`config.mk`:
```
export PLATFORM = sky130hd
export DESIGN_NAME = im_loader
export DESIGN_NICKNAME = d
export VERILOG_FILES = /design/src/rtl/im_loader.sv
export SDC_FILE = /design/constraint.sdc
export NUM_CORES = 1
export LEC_CHECK = 0
export BUFFER_PORTS_ARGS = -buffer_cell sky130_fd_sc_hd__buf_2
export CORE_MARGIN = 1
export CORE_UTILIZATION = 40
export DETAILED_ROUTE_END_ITERATION = 10
export GPL_ROUTABILITY_DRIVEN = 0
export PLACE_DENSITY = 0.72
export SYNTH_ARGS = -nofsm -noshare
export SYNTH_HDL_FRONTEND = slang
export SYNTH_SLANG_ARGS = --single-unit
```
`constraint.sdc`:
```
create_clock -name clk -period 1.7 [get_ports clk]
set_input_delay 0.34 -clock clk [delete_from_list [all_inputs] [get_ports clk]]
set_output_delay 0.34 -clock clk [all_outputs]
set_load 0.01 [all_outputs]
```
`src/rtl/im_loader.sv`:
```
// Instruction-memory loader: packs a big-endian byte stream into 32-bit words and
// writes them to consecutive word addresses. Optional checksum: IM_LOADER_CHECKSUM_EN.
`timescale 1ns/1ps

module im_loader #(
  parameter int MAX_WORDS = 16
) (
  input  logic        clk,
  input  logic        reset,
  input  logic        start,
  input  logic [4:0]  wordCount,
  input  logic [7:0]  byteIn,
  input  logic        byteValid,
  output logic        byteReady,
  input  logic [31:0] cpuPc,
  output logic [31:0] pc,
  output logic [31:0] dataIn,
  output logic        memWrite,
  output logic        busy,
  output logic        done,
  output logic        err
);

  typedef enum logic [2:0] {
    S_IDLE,
    S_COLLECT,
    S_WRITE,
    S_CHECK,
    S_DONE
  } state_e;

  localparam logic [4:0] MAX_CNT = 5'(MAX_WORDS);

  state_e      state_q;
  logic [3:0]  idx_q;
  logic [1:0]  byte_cnt_q;
  logic [4:0]  count_q;
  logic [4:0]  count_d;
  logic [31:0] data_q;
  logic        mem_write_q;
  logic        byte_ready_q;
  logic        busy_q;
  logic        done_q;
  logic        last_word;
  logic        byte_take;

  // NOTE: every signal written in always_comb gets a value on every path, so no latch is inferred.
  always_comb begin
    count_d = wordCount;
    if (wordCount > MAX_CNT) count_d = MAX_CNT;
  end

  assign last_word = (({1'b0, idx_q} + 5'd1) == count_q);
  assign byte_take = byteValid && byte_ready_q;

  // NOTE: all state is updated with non-blocking assignments so every register samples pre-edge values.
  always_ff @(posedge clk) begin
    if (reset) begin
      state_q      <= S_IDLE;
      idx_q        <= '0;
      byte_cnt_q   <= '0;
      count_q      <= '0;
      data_q       <= '0;
      mem_write_q  <= 1'b0;
      byte_ready_q <= 1'b0;
      busy_q       <= 1'b0;
      done_q       <= 1'b0;
    end else begin
      mem_write_q <= 1'b0;
      done_q      <= 1'b0;
      unique case (state_q)
        S_IDLE: begin
          if (start) begin
            busy_q     <= 1'b1;
            idx_q      <= '0;
            byte_cnt_q <= '0;
            count_q    <= count_d;
            if (count_d == 5'd0) begin
              state_q <= S_DONE;
              done_q  <= 1'b1;
            end else begin
              state_q      <= S_COLLECT;
              byte_ready_q <= 1'b1;
            end
          end
        end
        S_COLLECT: begin
          if (byte_take) begin
            // Big-endian: the first byte of a word lands in the top lane.
            unique case (byte_cnt_q)
              2'd0: data_q[31:24] <= byteIn;
              2'd1: data_q[23:16] <= byteIn;
              2'd2: data_q[15:8]  <= byteIn;
              2'd3: data_q[7:0]   <= byteIn;
            endcase
            byte_cnt_q <= byte_cnt_q + 2'd1;
            if (byte_cnt_q == 2'd3) begin
              state_q      <= S_WRITE;
              byte_ready_q <= 1'b0;
              mem_write_q  <= 1'b1;
            end
          end
        end
        S_WRITE: begin
          idx_q <= idx_q + 4'd1;
          if (last_word) begin
`ifdef IM_LOADER_CHECKSUM_EN
            state_q      <= S_CHECK;
            byte_ready_q <= 1'b1;
`else
            state_q <= S_DONE;
            done_q  <= 1'b1;
`endif
          end else begin
            state_q      <= S_COLLECT;
            byte_ready_q <= 1'b1;
          end
        end
`ifdef IM_LOADER_CHECKSUM_EN
        S_CHECK: begin
          if (byte_take) begin
            state_q      <= S_DONE;
            byte_ready_q <= 1'b0;
            done_q       <= 1'b1;
          end
        end
`endif
        S_DONE: begin
          state_q <= S_IDLE;
          busy_q  <= 1'b0;
        end
        default: begin
          state_q      <= S_IDLE;
          byte_ready_q <= 1'b0;
          busy_q       <= 1'b0;
        end
      endcase
    end
  end

`ifdef IM_LOADER_CHECKSUM_EN
  logic [7:0] csum_q;
  logic       err_q;

  // Running XOR of data bytes; err is decided on the checksum byte and held until the next load.
  always_ff @(posedge clk) begin
    if (reset) begin
      csum_q <= '0;
      err_q  <= 1'b0;
    end else if (state_q == S_IDLE && start) begin
      csum_q <= '0;
      err_q  <= 1'b0;
    end else if (state_q == S_COLLECT && byte_take) begin
      csum_q <= csum_q ^ byteIn;
    end else if (state_q == S_CHECK && byte_take) begin
      err_q <= (byteIn != csum_q);
    end
  end

  assign err = err_q;
`else
  assign err = 1'b0;
`endif

  assign byteReady = byte_ready_q;
  assign memWrite  = mem_write_q;
  assign busy      = busy_q;
  assign done      = done_q;
  assign dataIn    = data_q;
  assign pc        = busy_q ? {26'b0, idx_q, 2'b00} : cpuPc;

endmodule

```
# Word-level counts from Yosys, hierarchy flattened
# Index checks and enable logic that the tools add are counted.
totals:
  ff_bits: 50
  in_bits: 49
  output_inout_bits: 69
  elab_cells: 76
classes:
  n_addsub: 3
  order_cmp: 1
  n_eq_ne: 12
  mux: 26
  bitwise: 4
  reduce_logical: 18
op_table:
  columns: ["operator", "n"]
  rows:
  - ["32-bit two-way mux", 1]
  - ["3-bit AND reduction", 6]
  - ["3-bit two-way mux", 5]
  - ["1-bit two-way mux", 10]
  - ["2-bit != test (second input constant)", 5]
  - ["3-bit case mux with 3 select lines", 1]
  - ["4-bit case mux with 2 select lines", 1]
  - ["2-bit AND reduction", 3]
  - ["6-bit AND reduction", 1]
  - ["4-bit by 1-bit adder with 5-bit output (second input constant)", 1]
  - ["5-bit equality test", 1]
  - ["5-bit > comparator (second input constant)", 1]
  - ["5-bit logical NOT", 1]
  - ["5-bit two-way mux", 1]
  - ["4-bit by 1-bit adder with 4-bit output (second input constant)", 1]
  - ["2-bit equality test (second input constant)", 2]
  - ["2-bit two-way mux", 2]
  - ["4-bit two-way mux", 1]
  - ["1-bit NOT", 4]
  - ["1-bit case mux with 2 select lines", 2]
  - ["1-bit case mux with 4 select lines", 1]
  - ["2-bit case mux with 2 select lines", 1]
  - ["2-bit nonzero test", 2]
  - ["3-bit by 1-bit equality test with 1-bit output (second input constant)", 1]
  - ["9 further kinds", 9]

# Depth between registers and ports, before layout
# Gate-level depths: netlist of the first run.
depth:
  word_depth: 6
  depth_mapped: 7
  mapped_depth_nobuf: 6

# Worst setup path before layout of the first run
# OpenSTA, ideal clock, no wires.
synth_path:
  path_kind: "flip-flop to flip-flop"
  startpoint: "reg idx_q[0]"
  endpoint: "reg byte_ready_q (netlist: byteReady)"
  setup_time_ns: 0.134
  arrival_ns: 1.391
  required_ns: 1.566
  setup_slack_ns: 0.176
  path_stages_with_launch: 7
  path_buffers: 0
  period_less_slack_ns: 1.524
  cell_sequence: "dfxtp_1 > ha_1 > and2_1 > a21oi_1 > o221a_2 > o21ai_0 > a211oi_1"
synth_between:
  elab_chain_cells: 4
synth_rtl:
  columns: ["element", "line", "text"]
  rows:
  - ["start, declared", "35", "logic [3:0] idx_q;"]
  - ["start signal, assigned", "105", "idx_q <= idx_q + 4'd1;"]
  - ["4-bit by 1-bit adder with 5-bit output", "53", "assign last_word = (({1'b0, idx_q} + 5'd1) == count_q);"]
  - ["5-bit equality test", "53", null]
  - ["2-bit != test (no line)", null, null]
  - ["6-bit AND reduction (no line)", null, null]
  - ["end signal, assigned", "65", "byte_ready_q <= 1'b0;"]
  - ["end signal, assigned", "83", "byte_ready_q <= 1'b1;"]
  - ["end signal, assigned", "99", "byte_ready_q <= 1'b0;"]
  - ["end, declared", "41", "logic byte_ready_q;"]
# No other way between the ends.
# A chain may end at the register's enable or synchronous reset.

# Final worst setup path of the first run
layout_path:
  startpoint: "reg busy_q (netlist: busy)"
  endpoint: "out pc[4]"
layout_between:
  elab_chain_cells: 1
layout_rtl:
  columns: ["element", "line", "text"]
  rows:
  - ["start, declared", "42", "logic busy_q;"]
  - ["start signal, assigned", "66", "busy_q <= 1'b0;"]
  - ["start signal, assigned", "74", "busy_q <= 1'b1;"]
  - ["start signal, assigned", "130", "busy_q <= 1'b0;"]
  - ["32-bit two-way mux", "170", "assign pc = busy_q ? {26'b0, idx_q, 2'b00} : cpuPc;"]
  - ["end, declared", "16", "output logic [31:0] pc,"]
# No other way between the ends.

==> results.md, run 1 <==
- Design area: 0.00313 mm^2
- Antenna cells: 0
- Clk sinks: 50
- Synth cell types: 39
- Die area: 0.00626 mm^2
- Highest Clock Rate: 616 MHz
- TNS Setup: 0 ns
- First-pass GRT wire length: 9530 um
- Final core utilization: 0.558
- Starting Density: 0.424
- H-Tree Depth: 2
- Fin crit share: 0.955
- Layout cells sized above 1: 0.371
- Mapped Nets: approximately 350
- Data arrival, critical path: 1.28 ns
- Area delta synth->final: 31.5%
- DR iter-0 viols: 129
- Max Clock Skew: 0.00747 ns
- Post-synth ARST share: 0
- RSZ-0062 raised after global routing: no
- Area leader, netlist: dfxtp_1
- Clock latency at the later pin of the worst-skew pair: 0.30 ns
- Synth cell count leaders: dfxtp_1, nand2_1, a21oi_1
- Post-CTS Setup Inserts: 0
- Core Footprint: 0.00561 mm^2
- Status: finished, final reports clean
- Critical path type: flop to primary output
- Hold WS: 0.319 ns
- Critical Path Start Type: flop
- CTS tree: built
- Antenna Nets Post-Route: 0
- DP Cell Count: about 470
- DRC viols: 0
- Number of flops mapped to enable cells by yosys: 0
- Sequential fraction of the synthesis area: 0.421
- Crit path cell chain: mux2_2 > buf_2
- Hold Violations, Final: 0
- Max incr delay on CP: 0.48 ns
- Worst path slowest cell: dfxtp_2
- DR vias: 2,417
- Share of the synthesized area in the top cell type: 0.421
- Synth top area cells: dfxtp_1, a21oi_1, nand3_1
- Clock Path Buffers: 2
- CTS root buf: clkbuf_8
- Fin. max-slew vios: 0
- Final wirelength: 6240 um
- Initial antenna violation count: 0
- Minimum clock period after layout: around 1.6 ns
- CTS buffer count: 5
- Syn avg cell area: around 8 um^2
- Final setup fails: 0
- Vias in the first global route: 2,010
- Tot GR Track Use: 0.196
- IO Port Bufs: 116
- # nets final: 463
- Synthesized area: between 0.002 and 0.0025 mm^2
- Top-count cell post-synth: dfxtp_1
- Placed wire-length estimate: approximately 4800 um
- Num rows: 27
- Yosys warnings: 0
- Syn Inst Count: roughly 300
- Critical path capture point type: primary output
- Peak VDD IR: 489 uV
- Die height: 79.1 um
- CP Max Fanout: 13
- HP Class: input port to flop
- I/O Pins: 118
- Most used DFF post-synth: dfxtp_1
- Leakage: 1.44 nW
- Via density per instance: 5.01
- Clock-pin slew on the worst setup and hold paths: ~0.090 ns
- Die W: just under 80 um
- WL per Instance: 12.9 um
- Pwr/cell area: ~730 mW/mm^2
- First-pass DRT Iterations: 4
- Worst EP required: 1.36 ns
- Flops & latches, synth: 50
- Largest net degree at the start of global routing: 41
- Area after DPL: 0.00303 mm^2
- GRT Residual Overflow: 0
- MaxCap Viol Count: 0
- Non-Filler Instances: 482
flip-flops by register name (all words and copies together), names as in the netlist:
| register | count |
|---|---|
| idx_q | 4 |
| state_q | 3 |
| count_q | 5 |
| done | 1 |
| byteReady | 1 |
| memWrite | 1 |
| busy | 1 |
| byte_cnt_q | 2 |
| dataIn | 32 |
logic make-up after synthesis:
logic type | synth area share
compound gates | 0.132
xor+xnor | 0.0147
fa+ha+maj | 0.0263
buf+inv | 0.0589
flops | 0.421
mux | 0.0189
other cells | 0.00158
simple gates | 0.327
power by group:
| part | internal, W | total [W] | switching (W) |
|---|---|---|---|
| Sequential | 0.00119 | 0.00121 | 0.0000187 |
| Clock | 0.000328 | 0.000715 | 0.000388 |
| Combinational | 0.000169 | 0.000359 | 0.000190 |
| Total | 0.00168 | 0.00228 | 0.000597 |
timing repair:
item	4_1_cts	5_1_grt
endpoints found under the setup margin	19	3
gates resized for setup	1	1
hold buffers	0	0
hold endpoints to repair	0	0
placed cells by master (no fill, tap or decap), types with 2 or more instances in the layout:
master and instances:
nand2_4 4, buf_4 11, nor2_1 17, a21oi_1 42, a21oi_2 2, mux2_2 4
inv_1 5, ha_1 5, o21ai_0 3, clkbuf_8 6, a22oi_1 2, nand2_1 43
buf_2 116, nand3b_1 5, nand3_1 36, nor3_1 3, xnor2_1 3, and2_1 4
nor2b_1 28, dfxtp_1 49
layer usage:
layer	vias to the layer above	track usage	wire length [um]
met5	-	0	0
met2	110	0.343	3030
li1	1215	-	-
met3	7	0.0391	508
met1	1085	0.234	2610
met4	0	0.0745	98
through the flow:
step	worst slack [ns]	total power, W
after floorplan	0.176	0.00142
after global placement	0.153	0.00159
after detailed placement	0.0888	0.00159
after CTS	0.0520	0.00231
after global routing	0.0280	0.00238
final	0.0762	0.00228
final timing paths:
kind              cells after the start  slack, ns                 endpoint               startpoint
setup / recovery                      2       0.08                    pc[4]        busy$_SDFFE_PP0P_
hold / removal                        3       0.32  count_q[3]$_SDFFE_PP0P_             wordCount[3]
setup reg to reg                      6       0.14   byteReady$_SDFFE_PP0P_    idx_q[1]$_SDFFE_PP0P_
hold reg to reg                       2       0.46  dataIn[18]$_SDFFE_PP0P_  dataIn[18]$_SDFFE_PP0P_
cell type report:
class	instances	area, um^2
tap	72	90.1
fill	530	2480
clock inverter	2	12.5
inverter	5	18.8
clock buffer	6	82.6
timing repair buffer	128	683
multi-input combinational	219	1240
sequential	50	1000
critical path: cells and delay by family (launching register included):
family	cells	cell delay [ns]
multiplexers	1	0.36
buffers and inverters	1	0.15
flip-flops	1	0.48
Power figures use the tool's default switching activity.
==> inputs of run 2 (changes only) <==
--- a/config.mk
+++ b/config.mk
@@ -5,12 +5,13 @@
 export SDC_FILE = /design/constraint.sdc
 export NUM_CORES = 1
 export LEC_CHECK = 0
+export ABC_AREA = 1
 export BUFFER_PORTS_ARGS = -buffer_cell sky130_fd_sc_hd__buf_2
 export CORE_MARGIN = 1
 export CORE_UTILIZATION = 40
 export DETAILED_ROUTE_END_ITERATION = 10
 export GPL_ROUTABILITY_DRIVEN = 0
-export PLACE_DENSITY = 0.72
+export PLACE_DENSITY = 0.73
 export SYNTH_ARGS = -nofsm -noshare
 export SYNTH_HDL_FRONTEND = slang
 export SYNTH_SLANG_ARGS = --single-unit
==> run 2 against run 1 <==
Synthesized cell count grew 15%. Via count grew 1.6%. Combinational power grew 25%. Fmax grew 5.2%. Worst setup slack gained 0.081 ns.
==> results.md, run 2 <==
- Core Footprint: 0.00551 mm^2 (-1.8%)
- HP Class: input port to flop
- Hold Violations, Final: 0 (unchanged)
- Beginning of the worst hold path: wordCount[3]
- Setup crit start: idx_q[1]$_SDFFE_PP0P_
- Layout cells sized above 1: 0.309 (-0.0615)
- Number of flops mapped to enable cells by yosys: 0 (unchanged)
- Final setup fails: 0 (unchanged)
- TNS Setup: 0 ns (unchanged)
- Syn avg cell area: 6.81 um^2 (-16%)
- Vias in the first global route: 2,051 (+2.0%)
- Via density per instance: 4.65 (-7.3%)
- Fin crit share: 0.908 (-0.0476)
- Tot GR Track Use: 0.184 (-0.0119)
- # nets final: 510 (+10%)
- First-pass DRT Iterations: 7 (+3)
- Mapped Nets: 390 (+12%)
- Synth cell count leaders: nor2_1, dfxtp_1, inv_1
- Total power: 0.00235 W (+3.1%)
- Antenna Nets Post-Route: 0 (unchanged)
- Critical path capture point type: flop
- Clock latency at the later pin of the worst-skew pair: 0.30 ns (about the same)
- Largest net degree at the start of global routing: 34 (-17%)
- Max Clock Skew: 0.00770 ns (+0.000238 ns)
- Die W: 77.6 um (-1.9%)
- Clk sinks: 50 (unchanged)
- Post-CTS Setup Inserts: 0 (unchanged)
- Placed wire-length estimate: 4430 um (-7.7%)
- Post-synth ARST share: 0 (unchanged)
- I/O Pins: 118 (unchanged)
- Peak VDD IR: 496 uV (+1.3%)
- Status: finished, final reports clean
- DRC viols: 0 (unchanged)
- Die area: 0.00602 mm^2 (-3.7%)
- Syn Inst Count: 336 (+15%)
- Post-Synth Adder-Cell Area: 0.0274 (+0.00105)
- Most frequent cells in the layout: buf_2, nor2_1, dfxtp_1
- Most common cell after layout, fill and taps aside: buf_2
- Yosys warnings: 0 (unchanged)
- R2r startpoint: idx_q[1]$_SDFFE_PP0P_
- Clock Path Buffers: 2 (unchanged)
- Mux cell area share after synthesis: 0 (-0.0189)
- Worst EP required: 1.89 ns (+0.53 ns)
- Most used DFF post-synth: dfxtp_1
- Synth cell types: 25 (-36%)
- # resized after CTS: 0 (-1)
- CTS root buf: clkbuf_8
- Area delta synth->final: 33.3%
- IO Port Bufs: 116 (unchanged)
- Highest Clock Rate: 648 MHz (+5.2%)
- CTS buffer count: 5 (unchanged)
- Final core utilization: 0.554 (-0.00405)
- CP Max Fanout: 6 (-7)
- Hold WS: 0.298 ns (-0.0214 ns)
- Die height: 77.6 um (-1.9%)
- Synthesized area: 0.00229 mm^2 (-3.8%)
- Clock-pin slew on the worst setup and hold paths: 0.08 ns (about the same)
- Minimum clock period after layout: 1.54 ns (-0.0809 ns)
- RSZ-0062 raised after global routing: no
- CTS tree: built
- Simple-gate share of the synthesized area: 0.299 (-0.0285)
- Fin. max-slew vios: 0 (unchanged)
- WL per Instance: 10.7 um (-17%)
- Largest family of logic cells by synthesized area: simple AND/OR/NAND/NOR gates
- Share of the synthesized area in the top cell type: 0.438 (+0.0168)
- Pwr/cell area: 771 mW/mm^2 (+5.7%)
- Flops & latches, synth: 50 (unchanged)
- Area leader, netlist: dfxtp_1
- DR iter-0 viols: 70 (-46%)
- Num rows: 27 (unchanged)
- Sequential fraction of the synthesis area: 0.438 (+0.0168)
- GRT Residual Overflow: 0 (unchanged)
- Post-Synth XOR/XNOR Area: 0.00766 (-0.00707)
- Top-count cell post-synth: nor2_1
- DR vias: 2,455 (+1.6%)
- MaxCap Viol Count: 0 (unchanged)
- Max FFs per register: 32 (unchanged)
- Leakage: 1.65 nW (+15%)
- Compound-Gate Fraction of Synth Area: 0.128 (-0.00350)
- Critical Path Start Type: flop
- Synth top area cells: dfxtp_1, nor2_1, o21ai_0
- Data arrival, critical path: 1.74 ns (+0.46 ns)
- H-Tree Depth: 2 (unchanged)
- Final wirelength: 5650 um (-9.5%)
- Initial antenna violation count: 0 (unchanged)
- Starting Density: 0.415 (-0.00878)
- Hold buffers post-CTS: 0 (unchanged)
- Antenna cells: 0 (unchanged)
- Critical path type: flop to flop
- First-pass GRT wire length: 9040 um (-5.1%)
## run 2: changes by cell type after synthesis, sizes merged, moves of 4 or more
cell    previous run  this run
mux2               4         0
buf               10         1
inv                5        50
a21oi             44        12
o21ai              4        39
nor2b             28         0
nand2             47        34
nor2              19       114
and2               4         0
nand3b             5         0
nand3             36        10
## run 2: power by group
group          internal (W)  total, W  switching (W)
Sequential          0.00121   0.00123      0.0000269
Combinational      0.000184  0.000449       0.000265
Clock              0.000285  0.000668       0.000383
## run 2: kinds of logic after synthesis
| kind of cell | Yosys count |
|---|---|
| other | 1 |
| AOI/OAI and AO/OA | 56 |
| adders and majority gates | 5 |
| xor gates and xnor gates | 2 |
| buffers and inverters | 59 |
| and+or+nand+nor | 163 |
| DFF | 50 |
## run 2: critical path, cell delays in order (launching register included)
cell,delay (ns)
dfxtp_1,0.42
ha_1,0.22
nand2_1,0.12
o21ai_1,0.14
nand3_1,0.09
nor2_1,0.09
nand3_1,0.14
a21oi_1,0.16
nor2_1,0.06
## run 2: layout make-up
| cell class | instances | area, um^2 |
|---|---|---|
| well taps | 72 | 90.1 |
| multi-input cells | 227 | 1060 |
| fillers | 569 | 2460 |
| clock buffers | 5 | 68.8 |
| repair buffers | 122 | 626 |
| clock inverters | 2 | 13.8 |
| flip-flops and latches | 50 | 1000 |
| inverters | 50 | 188 |
## run 2: per-stage QoR
step | cells | setup WS (ns) | cell area, um^2
2_1_floorplan | 336 | 0.331 | 2290
3_5_place_dp | 521 | 0.192 | 2960
6_report | 528 | 0.157 | 3050
5_1_grt | 528 | 0.00661 | 3050
4_1_cts | 528 | 0.0706 | 3050
3_3_place_gp | 521 | 0.246 | 2960
## run 2: metal layers
layer / track usage / vias to the layer above / wire length, um
met3: 0.0376 / 9 / 321
met2: 0.310 / 86 / 2750
met5: 0 / - / 0
li1: - / 1277 / -
met4: 0.0755 / 0 / 99
met1: 0.228 / 1083 / 2480
## run 2: final timing paths
path / slack (ns) / cells after the start / to
worst min register to register: 0.48 / 2 / dataIn[30]$_SDFFE_PP0P_
worst min-delay path: 0.30 / 3 / count_q[3]$_SDFFE_PP0P_
worst max-delay path: 0.16 / 8 / byteReady$_SDFFE_PP0P_
worst max register to register: 0.16 / 8 / byteReady$_SDFFE_PP0P_
